$ cat src/rtl/cnn_pkg.sv
// Shared types and helpers for the CNN feature bridge: read-FSM states,
// counter width helper and the shift/saturate requantiser.
package cnn_pkg;

  typedef enum logic [1:0] {
    IDLE,
    LOAD,
    SEND,
    DRAIN
  } rd_state_t;

  // Width of a counter that must hold values 0..n-1 (at least one bit).
  function automatic int cnt_width(input int n);
    return (n > 1) ? $clog2(n) : 1;
  endfunction

  // Arithmetic right shift followed by saturation to a signed out_bits range.
  function automatic logic signed [63:0] sat_shift(
    input logic signed [63:0] value,
    input int                 shift,
    input int                 out_bits
  );
    logic signed [63:0] v;
    logic signed [63:0] hi;
    logic signed [63:0] lo;
    v  = value >>> shift;
    hi = (64'sd1 <<< (out_bits - 1)) - 64'sd1;
    lo = -hi - 64'sd1;
    if (v > hi) begin
      return hi;
    end
    if (v < lo) begin
      return lo;
    end
    return v;
  endfunction

endpackage

$ cat src/rtl/bridge_requant.sv
// One output lane of the feature bridge: shift and saturate a stored value,
// or emit zero for an entry that was never written in this frame.
module bridge_requant
  import cnn_pkg::*;
#(
  parameter int BitSize    = 32,
  parameter int OutBitSize = 16,
  parameter int Shift      = 4
) (
  input  logic [BitSize-1:0]    in_value,
  input  logic                  written,
  output logic [OutBitSize-1:0] out_value
);

  always_comb begin
    out_value = '0;
    if (written) begin
      out_value = OutBitSize'(sat_shift(64'(signed'(in_value)), Shift, OutBitSize));
    end
  end

endmodule

$ cat src/rtl/feature_bridge.sv
// Ping-pong frame buffer between the conv/pool pipeline and the dense layers:
// captures NumIn values per beat, optionally flattens channel-major, requantises
// and streams NumOut values per beat under valid/ready backpressure.
module feature_bridge
  import cnn_pkg::*;
#(
  parameter int BitSize    = 32,
  parameter int OutBitSize = 16,
  parameter int NumIn      = 4,
  parameter int NumOut     = 2,
  parameter int NumCh      = 8,
  parameter int ImageSize  = 4,
  parameter int Shift      = 4,
  parameter int Transpose  = 1
) (
  input  logic                         clk,
  input  logic                         res,
  input  logic                         in_valid,
  input  logic [NumIn*BitSize-1:0]     in_data,
  input  logic                         in_set_done,
  input  logic                         in_ready,
  output logic                         out_ready,
  output logic [NumOut*OutBitSize-1:0] out_data,
  output logic                         out_valid,
  output logic                         out_done,
  output logic                         out_overflow
);

  localparam int FrameLen = NumCh * ImageSize;
  localparam int WBeats   = FrameLen / NumIn;
  localparam int RBeats   = FrameLen / NumOut;
  localparam int SW       = cnt_width(FrameLen);
  localparam int WW       = cnt_width(WBeats);
  localparam int RW       = cnt_width(RBeats);
  localparam int KW       = cnt_width(NumCh + 1);
  localparam int PW       = cnt_width(ImageSize);
  localparam int StepP    = NumOut % ImageSize;
  localparam int StepK    = NumOut / ImageSize;

  if ((FrameLen % NumIn) != 0 || (FrameLen % NumOut) != 0) begin : g_bad_frame
    $error("feature_bridge: NumCh*ImageSize must be a multiple of NumIn and NumOut");
  end

  logic [BitSize-1:0]         mem_reg     [2][FrameLen];
  logic [FrameLen-1:0]        written_reg [2];
  logic [1:0]                 full_reg;
  logic                       wbank_reg;
  logic                       rbank_reg;
  logic [WW-1:0]              wcnt_reg;
  logic [RW-1:0]              rcnt_reg;
  logic [KW-1:0]              ld_k_reg;
  logic [PW-1:0]              ld_p_reg;
  logic [KW-1:0]              ld_k_next;
  logic [PW-1:0]              ld_p_next;
  logic [NumOut*OutBitSize-1:0] out_data_reg;
  logic                       overflow_reg;
  rd_state_t                  state_reg;
  rd_state_t                  state_next;
  logic                       load_beat;
  logic                       drain;
  logic                       accept;
  logic                       close;
  logic [OutBitSize-1:0]      lane_q [NumOut];

  assign out_ready    = !full_reg[wbank_reg];
  assign accept       = in_valid && out_ready;
  assign close        = accept && (in_set_done || wcnt_reg == WW'(WBeats - 1));
  assign out_valid    = (state_reg == SEND);
  assign out_done     = (state_reg == DRAIN);
  assign out_overflow = overflow_reg;
  assign out_data     = out_data_reg;

  // Read FSM: LOAD fills the output register, SEND reloads on every handshake.
  always_comb begin
    state_next = state_reg;
    load_beat  = 1'b0;
    drain      = 1'b0;
    case (state_reg)
      IDLE: begin
        if (full_reg[rbank_reg]) begin
          state_next = LOAD;
        end
      end
      LOAD: begin
        load_beat  = 1'b1;
        state_next = SEND;
      end
      SEND: begin
        if (in_ready) begin
          if (rcnt_reg == RW'(RBeats - 1)) begin
            state_next = DRAIN;
          end else begin
            load_beat = 1'b1;
          end
        end
      end
      DRAIN: begin
        drain      = 1'b1;
        state_next = IDLE;
      end
      default: state_next = IDLE;
    endcase
  end

  // The load pointer tracks (channel k, pixel p) of the next beat's first value.
  always_comb begin
    int np;
    int nk;
    np = int'(ld_p_reg) + StepP;
    nk = int'(ld_k_reg) + StepK;
    if (np >= ImageSize) begin
      np = np - ImageSize;
      nk = nk + 1;
    end
    ld_p_next = PW'(np);
    ld_k_next = KW'(nk);
  end

  genvar gi;
  for (gi = 0; gi < NumOut; gi++) begin : g_lane
    localparam int LaneP = gi % ImageSize;
    localparam int LaneK = gi / ImageSize;
    int          p_i;
    int          k_i;
    logic [SW-1:0] src;

    always_comb begin
      p_i = int'(ld_p_reg) + LaneP;
      k_i = int'(ld_k_reg) + LaneK;
      if (p_i >= ImageSize) begin
        p_i = p_i - ImageSize;
        k_i = k_i + 1;
      end
      if (Transpose != 0) begin
        src = SW'(p_i * NumCh + k_i);
      end else begin
        src = SW'(k_i * ImageSize + p_i);
      end
    end

    bridge_requant #(
      .BitSize   (BitSize),
      .OutBitSize(OutBitSize),
      .Shift     (Shift)
    ) u_requant (
      .in_value (mem_reg[rbank_reg][src]),
      .written  (written_reg[rbank_reg][src]),
      .out_value(lane_q[gi])
    );
  end

  // Frame storage; the writer and the draining reader always own different banks.
  always_ff @(posedge clk) begin
    if (res) begin
      for (int b = 0; b < 2; b++) begin
        written_reg[b] <= '0;
      end
    end else begin
      if (drain) begin
        written_reg[rbank_reg] <= '0;
      end
      if (accept) begin
        for (int l = 0; l < NumIn; l++) begin
          mem_reg[wbank_reg][SW'(int'(wcnt_reg) * NumIn + l)]     <= in_data[l*BitSize +: BitSize];
          written_reg[wbank_reg][SW'(int'(wcnt_reg) * NumIn + l)] <= 1'b1;
        end
      end
    end
  end

  always_ff @(posedge clk) begin
    if (res) begin
      state_reg    <= IDLE;
      full_reg     <= '0;
      wbank_reg    <= 1'b0;
      rbank_reg    <= 1'b0;
      wcnt_reg     <= '0;
      rcnt_reg     <= '0;
      ld_k_reg     <= '0;
      ld_p_reg     <= '0;
      out_data_reg <= '0;
      overflow_reg <= 1'b0;
    end else begin
      state_reg <= state_next;
      if (in_valid && !out_ready) begin
        overflow_reg <= 1'b1;
      end
      if (close) begin
        full_reg[wbank_reg] <= 1'b1;
        wbank_reg           <= ~wbank_reg;
        wcnt_reg            <= '0;
      end else if (accept) begin
        wcnt_reg <= wcnt_reg + WW'(1);
      end
      if (drain) begin
        full_reg[rbank_reg] <= 1'b0;
        rbank_reg           <= ~rbank_reg;
        rcnt_reg            <= '0;
        ld_k_reg            <= '0;
        ld_p_reg            <= '0;
      end
      if (load_beat) begin
        for (int l = 0; l < NumOut; l++) begin
          out_data_reg[l*OutBitSize +: OutBitSize] <= lane_q[l];
        end
        ld_k_reg <= ld_k_next;
        ld_p_reg <= ld_p_next;
        if (state_reg == SEND) begin
          rcnt_reg <= rcnt_reg + RW'(1);
        end
      end
    end
  end

endmodule

$ cat config.mk
export PLATFORM = sky130hd
export DESIGN_NAME = feature_bridge
export DESIGN_NICKNAME = d
export VERILOG_FILES = /design/src/rtl/cnn_pkg.sv /design/src/rtl/bridge_requant.sv /design/src/rtl/feature_bridge.sv
export SDC_FILE = /design/constraint.sdc
export NUM_CORES = 2
export LEC_CHECK = 0
export BUFFER_PORTS_ARGS = -buffer_cell sky130_fd_sc_hd__buf_2
export CAP_MARGIN = 20
export CORE_ASPECT_RATIO = 0.5
export CORE_UTILIZATION = 50
export CTS_CLUSTER_DIAMETER = 200
export DETAILED_ROUTE_END_ITERATION = 16
export PLACE_DENSITY = 0.77
export SLEW_MARGIN = 20
export SYNTH_ARGS = -nofsm -noshare
export SYNTH_HDL_FRONTEND = slang
export SYNTH_SLANG_ARGS = --single-unit
$ cat constraint.sdc
create_clock -name clk -period 7 [get_ports clk]
set_input_delay 0.7 -clock clk [delete_from_list [all_inputs] [get_ports clk]]
set_output_delay 0.7 -clock clk [all_outputs]
set_load 0.02 [all_outputs]
Word-level counts from Yosys, hierarchy flattened:

Memories as Yosys holds them, arrays and structs flattened. A register that Yosys moved wholly into a read port is not among the register bits.
Cells that the tools add are included.

* flip-flop bits (word level): 52
* memory bits (writable): 2112
* output and inout port bits: 36
* logic and storage cells: 6489
* memories kept: 2

Memories
* mem_reg: words 2, bits a word 1024, read ports 1, clocked after Yosys merged registers in 1, write ports 1, RTL line feature_bridge.sv:44 `logic [BitSize-1:0] mem_reg [2][FrameLen];`
* written_reg: words 2, bits a word 32, read ports 1, clocked after Yosys merged registers in 1, write ports 2, RTL line feature_bridge.sv:45 `logic [FrameLen-1:0] written_reg [2];`

* $add $sub $neg: 13
* magnitude comparators: 31
* equal/unequal tests: 9
* muxes and demuxes: 3247
* bitwise gates (word level): 3155
* reduce and logical (&&, ||, !) cells: 22

Operator list (count)
* 2-to-1 mux 1024 bit: 4
* 2-to-1 mux 1 bit: 3183
* bitwise OR 1 bit: 3144
* demux 32 bit (select 5 bit): 4
* 2-to-1 mux 32 bit: 14
* binary-select mux 32 bit (select 5 bit): 2
* 2-to-1 mux 16 bit: 10
* OR reduction 32 bit: 2
* greater-than comparator 28 x 16 -> 1 bit, second input constant: 2
* < comparator 28 x 16 -> 1 bit, second input constant: 2
* < comparator 5 x 7 -> 1 bit, second input constant: 4
* >= comparator 5 x 6 -> 1 bit, second input constant: 4
* 2-to-1 mux 4 bit: 6
* 2-to-1 mux 2 bit: 11
* >= comparator 5 x 1 -> 1 bit, second input constant: 4
* < comparator 5 x 1 -> 1 bit, second input constant: 4
* inverter 5 bit: 4
* demux 1 bit (select 5 bit): 3
* logical AND 1 bit: 13
* >= comparator 6 bit, second input constant: 2
* < comparator 5 x 6 -> 1 bit, second input constant: 2
* inverter 5 -> 6 bit: 2
* adder 5 x 2 -> 5 bit, second input constant: 2
* adder 5 bit: 2
* 35 further kinds: 47

Longest topological paths before layout:

* depth after elaboration: 16
* mapped depth: 13
* mapped depth without buffers: 10

Hierarchy:

From an unflattened synthesis, not the netlist that was laid out.

* cells, all modules: 5228
* area total of the unflattened synthesis: 89148.0 um^2

Modules (own cells, without submodules)
* feature_bridge: times used 1, cells each 5172, area each 88702.6 um^2, sequential area each 63821.2 um^2
* bridge_requant: times used 2, cells each 28, area each 222.7 um^2, sequential area each 0.0 um^2

Worst setup path before layout:

Ideal clock, no wire load.

* path type: reg2reg
* start: register wbank_reg
* end: memory mem_reg[0][1000] in the netlist's numbering (enable)
* arrival: 6454 ps
* path slack: -44 ps
* stages on the path, launching flop included: 6
* period minus slack after synthesis: 7044 ps
* cells stage by stage: dfxtp_1 -> mux2i_1 -> nand2_1 -> nor3_1 -> nand3_1 -> nor2_1

* word-level cells in the longest chain between the ends: 10
* elaborated cells on any way between the ends: 13
* those cells by class: mux: 8; bitwise: 3; reduce/logical: 2

Ends and longest elaborated chain
* from (decl): RTL line feature_bridge.sv:47 `logic wbank_reg;`
* from (signal assigned): RTL line feature_bridge.sv:190 `wbank_reg <= ~wbank_reg;`
* 2-to-1 mux 1 bit (implied by the code) * (2 in a row): RTL line feature_bridge.sv:65 `assign out_ready = !full_reg[wbank_reg];`
* zero test 1 bit *: RTL line feature_bridge.sv:65
* named net out_ready: RTL line feature_bridge.sv:22 `output logic out_ready,`
* logical AND 1 bit *: RTL line feature_bridge.sv:66 `assign accept = in_valid && out_ready;`
* 2-to-1 mux 1 bit *: RTL line feature_bridge.sv:162 `if (accept) begin`
* 2-to-1 mux 1 bit *: RTL line feature_bridge.sv:154 `if (res) begin`
* 2-to-1 mux 1024 bit (implied by the code): RTL line feature_bridge.sv:164 `mem_reg[wbank_reg][SW'(int'(wcnt_reg) * NumIn + l)] <= in_data[l*BitSize +: BitSize];`
* bitwise OR 1 bit (no line) (2 in a row)
* bitwise OR 1 bit (no line) *
* to (decl): RTL line feature_bridge.sv:44

Mark *: on every way through the listed nets, which the timed path passes. The rest lies on a longest branch. The select of a mux whose other input is x is not followed.

Final worst setup path:

* start: register wbank_reg
* end: memory mem_reg[1][634] in the netlist's numbering (enable)

* word-level cells in the longest chain between the ends: 10
* elaborated cells on any way between the ends: 13
* those cells by class: mux: 8; bitwise: 3; reduce/logical: 2

Ends and longest elaborated chain (RTL line)
* 2-to-1 mux 1 bit (implied by the code) (2 in a row): feature_bridge.sv:65
* zero test 1 bit: feature_bridge.sv:65
* logical AND 1 bit: feature_bridge.sv:66
* 2-to-1 mux 1 bit: feature_bridge.sv:162
* 2-to-1 mux 1 bit: feature_bridge.sv:154
* 2-to-1 mux 1024 bit (implied by the code): feature_bridge.sv:164
* bitwise OR 1 bit (no line) (3 in a row)

Several ways; a longest one is shown, not always the timed one. The select of a mux whose other input is x is not followed.

==> impl_metrics.env <==
export IMPL_r2r_end="mem_reg[1][634]"
export IMPL_drive_gt1_share_pct=19.47
export IMPL_clk_path_buf_depth=3
export IMPL_rsz0062_at_grt="no"
export IMPL_min_path_cells=3
export IMPL_synth_top_area_cell="edfxtp_1"
export IMPL_cp_common_cell="nand2_1"
export IMPL_synth_top_cell_area_share_pct=69.70
export IMPL_final_net_count=5246
export IMPL_cp_end_kind="register"
export IMPL_p_leak_nw=30.79
export IMPL_cts_resized=0
export IMPL_synth_common_cells="edfxtp_1 (1792), nand2_1 (936), mux4_2 (532), clkbuf_1 (509), a22oi_1 (191)"
export IMPL_grt_antenna_before_repair=25
export IMPL_hold_viol=0
export IMPL_power_total_mw=24.87
export IMPL_fin_crit_ns=5.458
export IMPL_ios=169
export IMPL_clk_pin_slew_worst_paths_ns=0.06
export IMPL_cts_hold_fix_buffers=0
export IMPL_grt_max_degree=165
export IMPL_drt_iter0_drc=4431
export IMPL_cts_buffers_inserted=167
export IMPL_power_frac_comb_pct=8.9
export IMPL_syn_avg_cell_area_sq_um=17.45
export IMPL_drtAntennaViolNets=0
export IMPL_final_setup_viol_count=0
export IMPL_die_area_sq_um=156100
export IMPL_post_cts_buffers=0
export IMPL_cpMaxStageDelayCell="dfxtp_1"
export IMPL_status="finished, final reports clean"
export IMPL_grt_usage_pct=20.68
export IMPL_area_growth_pct=13.80
export IMPL_start_util_pct=50.61
export IMPL_max_slew_margin_pct=26.36
export IMPL_cap_viol_max_count=0
export IMPL_seqPwrFrac_pct=53.3
export IMPL_worst_path_stages=8
export IMPL_critPathKind="reg -> reg"
export IMPL_grt_pass1_wl_mm=241.0
export IMPL_routed_via_density=5.485
export IMPL_grt_pass1_vias=41650
export IMPL_ys_seq_area_share_pct=72.71
export IMPL_synth_area_leaders="edfxtp_1 (70%), mux4_2 (16%), nand2_1 (4.6%)"
export IMPL_tightestPinTransition_ns=1.105
export IMPL_whs_ns=0.2640
export IMPL_die_y_microns=279.9
export IMPL_grt_overflow=0
export IMPL_r2r_start="wbank_reg"
export IMPL_tritoncts="built"
export IMPL_drt_total_wl_mm=159.4
export IMPL_vias=40130
export IMPL_synth_most_common_cell="edfxtp_1"
export IMPL_die_w_microns=557.7
export IMPL_dpl_hpwl_mm=91.42
export IMPL_design_area_sq_um=87860
export IMPL_critPathLaunchType="register"
export IMPL_synth_top_flop_cell="edfxtp_1"
export IMPL_wire_per_inst_microns=21.79
export IMPL_max_freq_mhz=183.2
export IMPL_intPower_mw=19.42
export IMPL_worst_path_buf_inv=2
export IMPL_ir_drop_v=0.0002547
export IMPL_core_sq_um=152500
export IMPL_switching_share_pct=21.92
export IMPL_yosys_warnings=0
export IMPL_netlist_area_sq_um=77200
export IMPL_hold_end="mem_reg[1][819]"
export IMPL_cp_max_fo=77
export IMPL_async_reset_ff_share_pct=0
export IMPL_slew_violations=0
export IMPL_ys_seq_elements=1908
export IMPL_fin_skew_ns=0.03070
export IMPL_yosysUniqueCellTypes=47
export IMPL_cts_root_buf="clkbuf_16"
export IMPL_cts_sinks=1908
export IMPL_place_area_sq_um=82220
export IMPL_portBuffers=152
export IMPL_place_congestion=0.7950
export IMPL_clkPwrFrac_pct=37.8
export IMPL_hp_class="in -> reg"
export IMPL_powerDensity_nw_per_um2=283.0
export IMPL_hp_start="in_data[83]"
export IMPL_syn_inst=4423
export IMPL_worstPathArrival_ns=5.86
export IMPL_drc=0
export IMPL_drt_first_pass_iters=6
export IMPL_cp_top_family="simple AND/OR/NAND/NOR gates"
export IMPL_largest_register_ffs=1792
export IMPL_synth_edf_count=1792
export IMPL_htreeDepth=4
export IMPL_crit_chain="mux2i_1, nand2_1, nor3_1, nand2_1, nor2_4, nand2_1, inv_6, buf_4"
export IMPL_reg2reg_depth=8
export IMPL_max_stage_delay_ns=0.76
export IMPL_period_share_pct=77.97
export IMPL_row_count=101
export IMPL_clkLatencyLatePin_ns=0.79
export IMPL_final_setup_tns_ns=0
export IMPL_r2r_slack_ns=1.54
export IMPL_p_sw_mw=5.451
export IMPL_critical_path_required_ns=7.41
-- cells in the final DEF, fill, tap and decap left out, drive strengths merged, types with 20 or more instances in the layout --
master / netlist / final
buf: 88 / 213
a21oi: 20 / 20
mux4: 532 / 532
a22oi: 191 / 191
and2: 37 / 37
nand2: 936 / 936
edfxtp: 1792 / 1792
nor2: 43 / 43
conb: 1 / 896
inv: 11 / 22
clkinv: 0 / 57
clkbuf: 509 / 222
bufinv: 0 / 20
a221o: 30 / 30
dfxtp: 116 / 116
-- power by group through the flow --
stage | Clock [mW] | Sequential [mW] | Combinational [mW]
floorplan | 0 | 13.4 | 1.65
global placement | 0 | 13.4 | 2.12
detailed placement | 0 | 13.5 | 2.18
CTS | 9.53 | 13.3 | 2.20
global route | 9.95 | 13.3 | 2.39
finish | 9.40 | 13.2 | 2.22
-- worst register-to-register path: stages, from the launching register on --
cell and delay (ns):
dfxtp_1 0.76, mux2i_1 0.60, nand2_1 0.32, nor3_1 0.66, nand2_1 0.29, nor2_4 0.73
nand2_1 0.38, inv_6 0.70, buf_4 0.62
-- per-layer routing --
layer	GRT usage, %	routed length (microns)	vias to the layer above
met5	0	66	-
met4	8.649	5597	12
met3	4.147	13700	363
met2	35.13	81210	1777
met1	26.12	58870	20510
li1	-	-	17470
-- cell families (layout without fill, tap and decap cells) --
kind of cell	count (synthesis)	count (layout)	share of synthesized area (%)
buffers and inverters	608	535	3.165
and+or+nand+nor	1063	1063	5.437
AOI/OAI and AO/OA	295	295	2.922
adders and majority gates	10	10	0.1621
DFF	1908	1908	72.71
xor gates and xnor gates	1	1	0.01135
muxes	537	537	15.59
other	1	908	0.004857
-- per-stage QoR --
step	instances	setup WS [ns]	utilization [%]
floorplan	5318	1.866	-
global placement	6994	1.817	53.90
detailed placement	6994	1.653	53.90
CTS	7305	1.642	57.58
global route	7317	1.303	57.60
finish	7317	1.542	57.60
-- area by class of cell --
| cell class | count | area (sq um) |
|---|---|---|
| clock inverters | 89 | 965.9 |
| inverters | 11 | 61.31 |
| diodes | 12 | 30.03 |
| well taps | 2060 | 2577 |
| flip-flops and latches | 1908 | 56150 |
| repair buffers | 213 | 1294 |
| clock buffers | 222 | 4644 |
| fillers | 10820 | 64670 |
| multi-input cells | 2802 | 22140 |
-- worst max-delay path by stage --
stage                     startpoint              end  slack [ns]
after global routing       wbank_reg  mem_reg[1][569]        1.30
after detailed placement   wbank_reg  mem_reg[1][629]        1.65
after global placement     wbank_reg  mem_reg[1][533]        1.82
final                      wbank_reg  mem_reg[1][634]        1.54
after CTS                  wbank_reg  mem_reg[1][634]        1.64
after floorplan            wbank_reg  mem_reg[0][772]        1.87
(Power assumes the default switching activity.)
